[config.mk]
export PLATFORM = sky130hd
export DESIGN_NAME = iomem_initiator
export DESIGN_NICKNAME = d
export VERILOG_FILES = /design/src/rtl/iomem_initiator.sv
export SDC_FILE = /design/constraint.sdc
export NUM_CORES = 1
export LEC_CHECK = 0
export CELL_PAD_IN_SITES_DETAIL_PLACEMENT = 0
export CELL_PAD_IN_SITES_GLOBAL_PLACEMENT = 2
export CORE_AREA = 2 2 132 134
export DETAILED_ROUTE_END_ITERATION = 10
export DIE_AREA = 0 0 134 136
export DONT_BUFFER_PORTS = 1
export PLACE_DENSITY = 0.84
export SYNTH_ARGS = -nofsm -noshare
export SYNTH_HDL_FRONTEND = slang
export SYNTH_SLANG_ARGS = --single-unit
export TNS_END_PERCENT = 5
[constraint.sdc]
create_clock -name clk -period 4.2 [get_ports clk]
set_input_delay 0.63 -clock clk [delete_from_list [all_inputs] [get_ports clk]]
set_output_delay 0.63 -clock clk [all_outputs]
set_load 0.02 [all_outputs]
[src/rtl/iomem_initiator.sv]
// Command/response front end that turns single commands into iomem bus cycles,
// aborting a bus request that is not completed within TIMEOUT_CYCLES.
module iomem_initiator #(
  parameter int TIMEOUT_CYCLES = 255
) (
  input  logic        clk,
  input  logic        reset,
  input  logic        cmd_valid,
  output logic        cmd_ready,
  input  logic        cmd_write,
  input  logic [31:0] cmd_addr,
  input  logic [31:0] cmd_wdata,
  input  logic [3:0]  cmd_wstrb,
  output logic        rsp_valid,
  input  logic        rsp_ready,
  output logic [31:0] rsp_rdata,
  output logic        rsp_error,
  output logic        iomem_valid,
  input  logic        iomem_ready,
  output logic [3:0]  iomem_wstrb,
  output logic [31:0] iomem_addr,
  output logic [31:0] iomem_wdata,
  input  logic [31:0] iomem_rdata,
  output logic        busy,
  output logic [15:0] txn_count,
  output logic [7:0]  err_count
);

  localparam logic [7:0] TMO_LAST = 8'(TIMEOUT_CYCLES - 1);

  typedef enum logic [1:0] {IDLE, REQ, RSP} state_t;

  state_t     state;
  state_t     state_nxt;
  logic [7:0] tmo_cnt;
  logic       cmd_fire;
  logic       null_write;
  logic       bus_done;
  logic       tmo_hit;

  function automatic logic [7:0] sat_inc8(input logic [7:0] v);
    return (v == 8'hFF) ? v : v + 8'd1;
  endfunction

  assign cmd_fire    = cmd_valid && (state == IDLE);
  assign null_write  = cmd_write && (cmd_wstrb == 4'h0);
  assign bus_done    = (state == REQ) && iomem_ready;
  // A completion on the same edge as the last allowed cycle counts as success.
  assign tmo_hit     = (state == REQ) && !iomem_ready && (tmo_cnt == TMO_LAST);

  assign cmd_ready   = (state == IDLE) && !reset;
  assign rsp_valid   = (state == RSP);
  assign iomem_valid = (state == REQ);
  assign busy        = (state != IDLE);

  always_ff @(posedge clk or posedge reset) begin
    if (reset) state <= IDLE;
    else       state <= state_nxt;
  end

  always_comb begin
    state_nxt = state;
    case (state)
      IDLE:    if (cmd_valid) state_nxt = null_write ? RSP : REQ;
      REQ:     if (bus_done || tmo_hit) state_nxt = RSP;
      RSP:     if (rsp_ready) state_nxt = IDLE;
      default: state_nxt = IDLE;
    endcase
  end

  always_ff @(posedge clk or posedge reset) begin
    if (reset) begin
      iomem_addr  <= '0;
      iomem_wdata <= '0;
      iomem_wstrb <= '0;
      rsp_rdata   <= '0;
      rsp_error   <= 1'b0;
      txn_count   <= '0;
      err_count   <= '0;
      tmo_cnt     <= '0;
    end else begin
      if (cmd_fire) begin
        iomem_addr  <= cmd_addr;
        iomem_wdata <= cmd_wdata;
        iomem_wstrb <= cmd_write ? cmd_wstrb : 4'h0;
        tmo_cnt     <= '0;
        // A write with no byte lanes completes without touching the bus.
        if (null_write) begin
          rsp_rdata <= '0;
          rsp_error <= 1'b0;
          txn_count <= txn_count + 16'd1;
        end
      end else if (state == REQ) begin
        tmo_cnt <= tmo_cnt + 8'd1;
      end

      if (bus_done) begin
        rsp_rdata <= (iomem_wstrb == 4'h0) ? iomem_rdata : 32'h0;
        rsp_error <= 1'b0;
        txn_count <= txn_count + 16'd1;
      end else if (tmo_hit) begin
        rsp_rdata <= '0;
        rsp_error <= 1'b1;
        txn_count <= txn_count + 16'd1;
        err_count <= sat_inc8(err_count);
      end
    end
  end

endmodule

# Word-level counts from Yosys, hierarchy flattened
# Index checks and enable logic that the tools add are counted.
[op_classes] n_addsub=3 n_mul=0 n_div=0 order_cmp=0 n_eq_ne=7 shift=0 mux=21 n_bitwise=2 reduce_logical=19
[ops] operator="$mux 32" n=5
[ops] operator="$mux 16" n=4
[ops] operator="$add 16x1->16 const B" n=1
[ops] operator="$add 8x1->8 const B" n=2
[ops] operator="$eq 8x8->1 const B" n=2
[ops] operator="$mux 8" n=2
[ops] operator="$logic_not 4->1" n=2
[ops] operator="$mux 2" n=4
[ops] operator="$logic_and 1x1->1" n=6
[ops] operator="$pmux 2 s3" n=1
[ops] operator="$reduce_and 3->1" n=2
[ops] operator="$reduce_bool 3->1" n=2
[ops] operator="$mux 1" n=4
[ops] operator="$mux 4" n=1
[ops] operator="$ne 2x1->1 const B" n=2
[ops] operator="$reduce_bool 2->1" n=2
[ops] operator="$eq 2x1->1 const B" n=1
[ops] operator="$eq 2x2->1 const B" n=1
[ops] operator="$logic_not 1->1" n=2
[ops] operator="$logic_not 2->1" n=1
[ops] operator="$ne 2x2->1 const B" n=1
[ops] operator="$not 1->1" n=2
[ops] operator="$reduce_and 2->1" n=1
[ops] operator="$logic_or 1x1->1" n=1
[word_totals] ff_bits=135 latch_bits=0 ram_bits=0 rom_bits=0 input_bits=106 out_inout_bits=129 word_cells=61 mem_count=0

# Logic depth before layout (Yosys ltp)
[logic_depth] depth_word=6 ltp_mapped=7 depth_no_buf=6

# Worst setup path after synthesis
# No wires, ideal clock.
[synth_path] path_type="input -> register" startpoint="input cmd_valid" endpoint="register txn_count[1]" setup_time_ns=0.125 arrival_ns=1.755 required_time_ns=4.075 path_slack_ns=2.320 path_stages=5 path_buffers=1 path_cell_list="nor3b_1 buf_2 a32o_1 nor2_4 mux2_2"
[synth_via] elab_chain_cells=3
[synth_lines] element="from (decl)" line="8" text="input logic cmd_valid,"
[synth_lines] element="$logic_and 1x1->1" line="45" text="assign cmd_fire = cmd_valid && (state == IDLE);"
[synth_lines] element="$reduce_bool 3->1 (no line)"
[synth_lines] element="$reduce_and 2->1 (no line)"
[synth_lines] element="to (signal assigned)" line="91" text="txn_count <= txn_count + 16'd1;"
[synth_lines] element="to (signal assigned)" line="100" text="txn_count <= txn_count + 16'd1;"
[synth_lines] element="to (signal assigned)" line="104" text="txn_count <= txn_count + 16'd1;"
[synth_lines] element="to (decl)" line="25" text="output logic [15:0] txn_count,"
# Every way passes these cells.
# A chain may end at the register's enable or synchronous reset.

# Final worst setup path
[layout_path] startpoint="register state[1]" endpoint="register txn_count[1]"
[layout_via] elab_chain_cells=5 word_cells_on_any_way=11 cone_classes="eq/ne: 1; mux: 2; reduce/logical: 8"
[layout_lines] element="from (decl)" line="33" text="state_t state;"
[layout_lines] element="from (signal assigned)" line="58" text="else state <= state_nxt;"
[layout_lines] element="$eq 2x1->1 *"
[layout_lines] element="net iomem_valid" line="18" text="output logic iomem_valid,"
[layout_lines] element="$logic_and 1x1->1 (2 in a row)" line="49" text="assign tmo_hit = (state == REQ) && !iomem_ready && (tmo_cnt == TMO_LAST);"
[layout_lines] element="$reduce_bool 3->1 (no line) or $mux 16 (tied branches)"
[layout_lines] element="$reduce_and 2->1 (no line) or $mux 16 (tied branches)"
# The timed path passes the listed nets; every way through them passes the cells marked *.

==> impl_metrics.tcl <==
set metrics [dict create \
    status "finished clean" \
    placed_area_um2 5670 \
    die_y_um 136 \
    hold_viol 0 \
    cts_root_buffer "clkbuf_16" \
    p_per_area_nw_per_um2 828 \
    htree_levels 4 \
    rsz0062_at_grt "no" \
    worstPathArrival_ps 2960 \
    nNetsFinal 631 \
    hp-class "in2async" \
    cts_tree "built" \
    ys_top_cells_by_area "dfrtp_1 62%, nand2_1 14%, a22o_1 5.1%" \
    grt_max_degree 73 \
    fmax_ghz 0.376 \
    avgSynthCellArea_um2 10.4 \
    syn_inst 524 \
    p_leak_nw 3.08 \
    synth_largest_area_cell "dfrtp_1" \
    final_area_um2 6260 \
    slew_headroom 0.220 \
    worst_pin_slew_ps 1170 \
    syn_to_final_growth_pct 14.4 \
    dieWidth_um 134 \
    floorplan.core_area_um2 16900 \
    start_util 0.324 \
    design.die.area_um2 18200 \
    hpwl_um 8870 \
    cts_buffers 17 \
    post_cts_buffers 0 \
    ys_types 48 \
    vias 3755 \
    cpMaxStageDelayCell "nor2_4" \
    grtUsageTotal 0.140 \
    wl_per_cell_um 17.1 \
    fin_crit_ps 2660 \
    ir_drop_v 0.000260 \
    drive_gt1_frac 0.0936 \
    path_clk_slew_ps 60 \
    clock_skew_ps 11.5 \
    ctsResizeCount 0 \
    clock_latency_ps 410 \
    path_cells "nand2b_1, inv_2, a32o_1, nor2_4, mux2_2" \
    path_delay_family "simple AND/OR/NAND/NOR gates" \
    hold_buffers 0 \
    port_buffers 0 \
    path_buf_inv 1 \
    ant_nets 0 \
    worstSetupStartpointType "flop" \
    diodes 0 \
    rows 48 \
    grt_pass1_vias 3778 \
    io_pins 235 \
    synth_top_flop_cell "dfrtp_1" \
    drv_cap 0 \
    syn-cell-area_um2 5470 \
    yosysWarnings 0 \
    clk_path_buf_depth 2 \
    drt_iter0_markers 210 \
    slew_violations 0 \
    endpoint_kind "flop" \
    synth_seq_cells 135 \
    grt_pass1_wl_um 20000 \
    synth_common_cells "209 x nand2_1, 135 x dfrtp_1, 32 x a22o_1" \
    critPathMaxStageDelay_ps 680 \
    crit_type "reg2reg" \
    fin_hold_ws_ps 282 \
    antenna_found_initial 0 \
    tns_ps 0 \
    gp_congestion 0.752 \
    fillCellCount 1639 \
    async_flop_share 1.00 \
    viasPerCell 4.95 \
    cts_sinks 135 \
    critPathRequiredTime_ps 4500 \
    synth_top_area_frac 0.617 \
    grt.overflow.total 0 \
    yosysMostFrequentCell "nand2_1" \
    totalWireLength_um 13000 \
    drc 0 \
    setup_viol 0 \
    ys_seq_area_frac 0.617 \
    fin_crit_sh 0.634 \
    synth_edf_count 0 \
    first_pass_iters 4 \
    cp_max_fo 35 \
    syn-num-nets 634 \
]
[final cells by class]
class                           count  area, µm²  area share
Multi-Input combinational cell    354       1920       0.307
Timing Repair Buffer                5       50.0     0.00800
Tap cell                          225        282      0.0450
Clock inverter                     15        165      0.0264
Sequential cell                   135       3380       0.540
Inverter                            8       33.8     0.00540
Clock buffer                       17        425      0.0680
[cell usage in the layout, fill, tap and decap left out, types with 3 or more instances in the layout]
cell,netlist,routed
o21ai_0,14,14
buf_4,1,4
o2111ai_1,4,4
nor4_1,6,6
xor2_1,8,8
xnor2_1,16,16
nand3_1,12,12
nor3b_2,2,3
nand4_1,6,6
dfrtp_1,135,135
nor2_1,9,9
inv_1,7,6
inv_6,0,6
nand2_1,209,208
clkbuf_16,0,17
clkinvlp_4,0,5
a22o_1,32,32
ha_1,4,4
[worst paths after layout]
| check | from | endpoint | slack [ps] | cells after the start |
|---|---|---|---|---|
| setup / recovery | state[1]$_DFFE_PP0P_ | txn_count[1]$_DFFE_PP0P_ | 1540 | 5 |
| max in group asynchronous | reset | rsp_rdata[25]$_DFFE_PP0P_ | 2830 | 2 |
| hold reg to reg | tmo_cnt[6]$_DFFE_PP0P_ | tmo_cnt[6]$_DFFE_PP0P_ | 490 | 1 |
| hold / removal | reset | iomem_wstrb[1]$_DFFE_PP0P_ | 280 | 1 |
| min in group clk | cmd_addr[27] | iomem_addr[27]$_DFFE_PP0P_ | 320 | 2 |
| setup reg to reg | state[1]$_DFFE_PP0P_ | txn_count[1]$_DFFE_PP0P_ | 1540 | 5 |
[through the flow]
step,cells,setup WS (ps),utilization,power (W)
after floorplan,524,1890,-,0.00344
after global placement,727,1480,0.336,0.00368
after detailed placement,727,1480,0.336,0.00374
after CTS,759,1550,0.371,0.00525
after global routing,759,1370,0.371,0.00549
final,759,1540,0.371,0.00518
[cells by family (layout without fill, tap and decap cells)]
logic type	after synthesis	in the layout	share of synthesized area
AOI/OAI and AO/OA	61	61	0.0864
xor gates and xnor gates	24	24	0.0384
adders and majority gates	4	4	0.00915
buffers and inverters	35	45	0.0325
DFF	135	135	0.617
muxes	3	3	0.00594
and+or+nand+nor	262	262	0.210
[registers in the layout (all words and copies together), names as in the netlist]
register     flops
err_count        8
iomem_wdata     32
tmo_cnt          8
iomem_wstrb      4
iomem_addr      32
rsp_error        1
txn_count       16
state            2
rsp_rdata       32
[routing by layer]
metal | GRT usage | routed length [µm]
met4 | 0.0597 | 235
met1 | 0.169 | 5310
met3 | 0.0526 | 1080
met5 | 0 | 0
met2 | 0.226 | 6350
[where the power goes]
group,switching (W),total (W),internal (W)
Sequential,0.000974,0.00275,0.00178
Clock,0.000595,0.00148,0.000885
Combinational,0.000603,0.000946,0.000343
No activity file was read; power rests on OpenSTA's default activity.
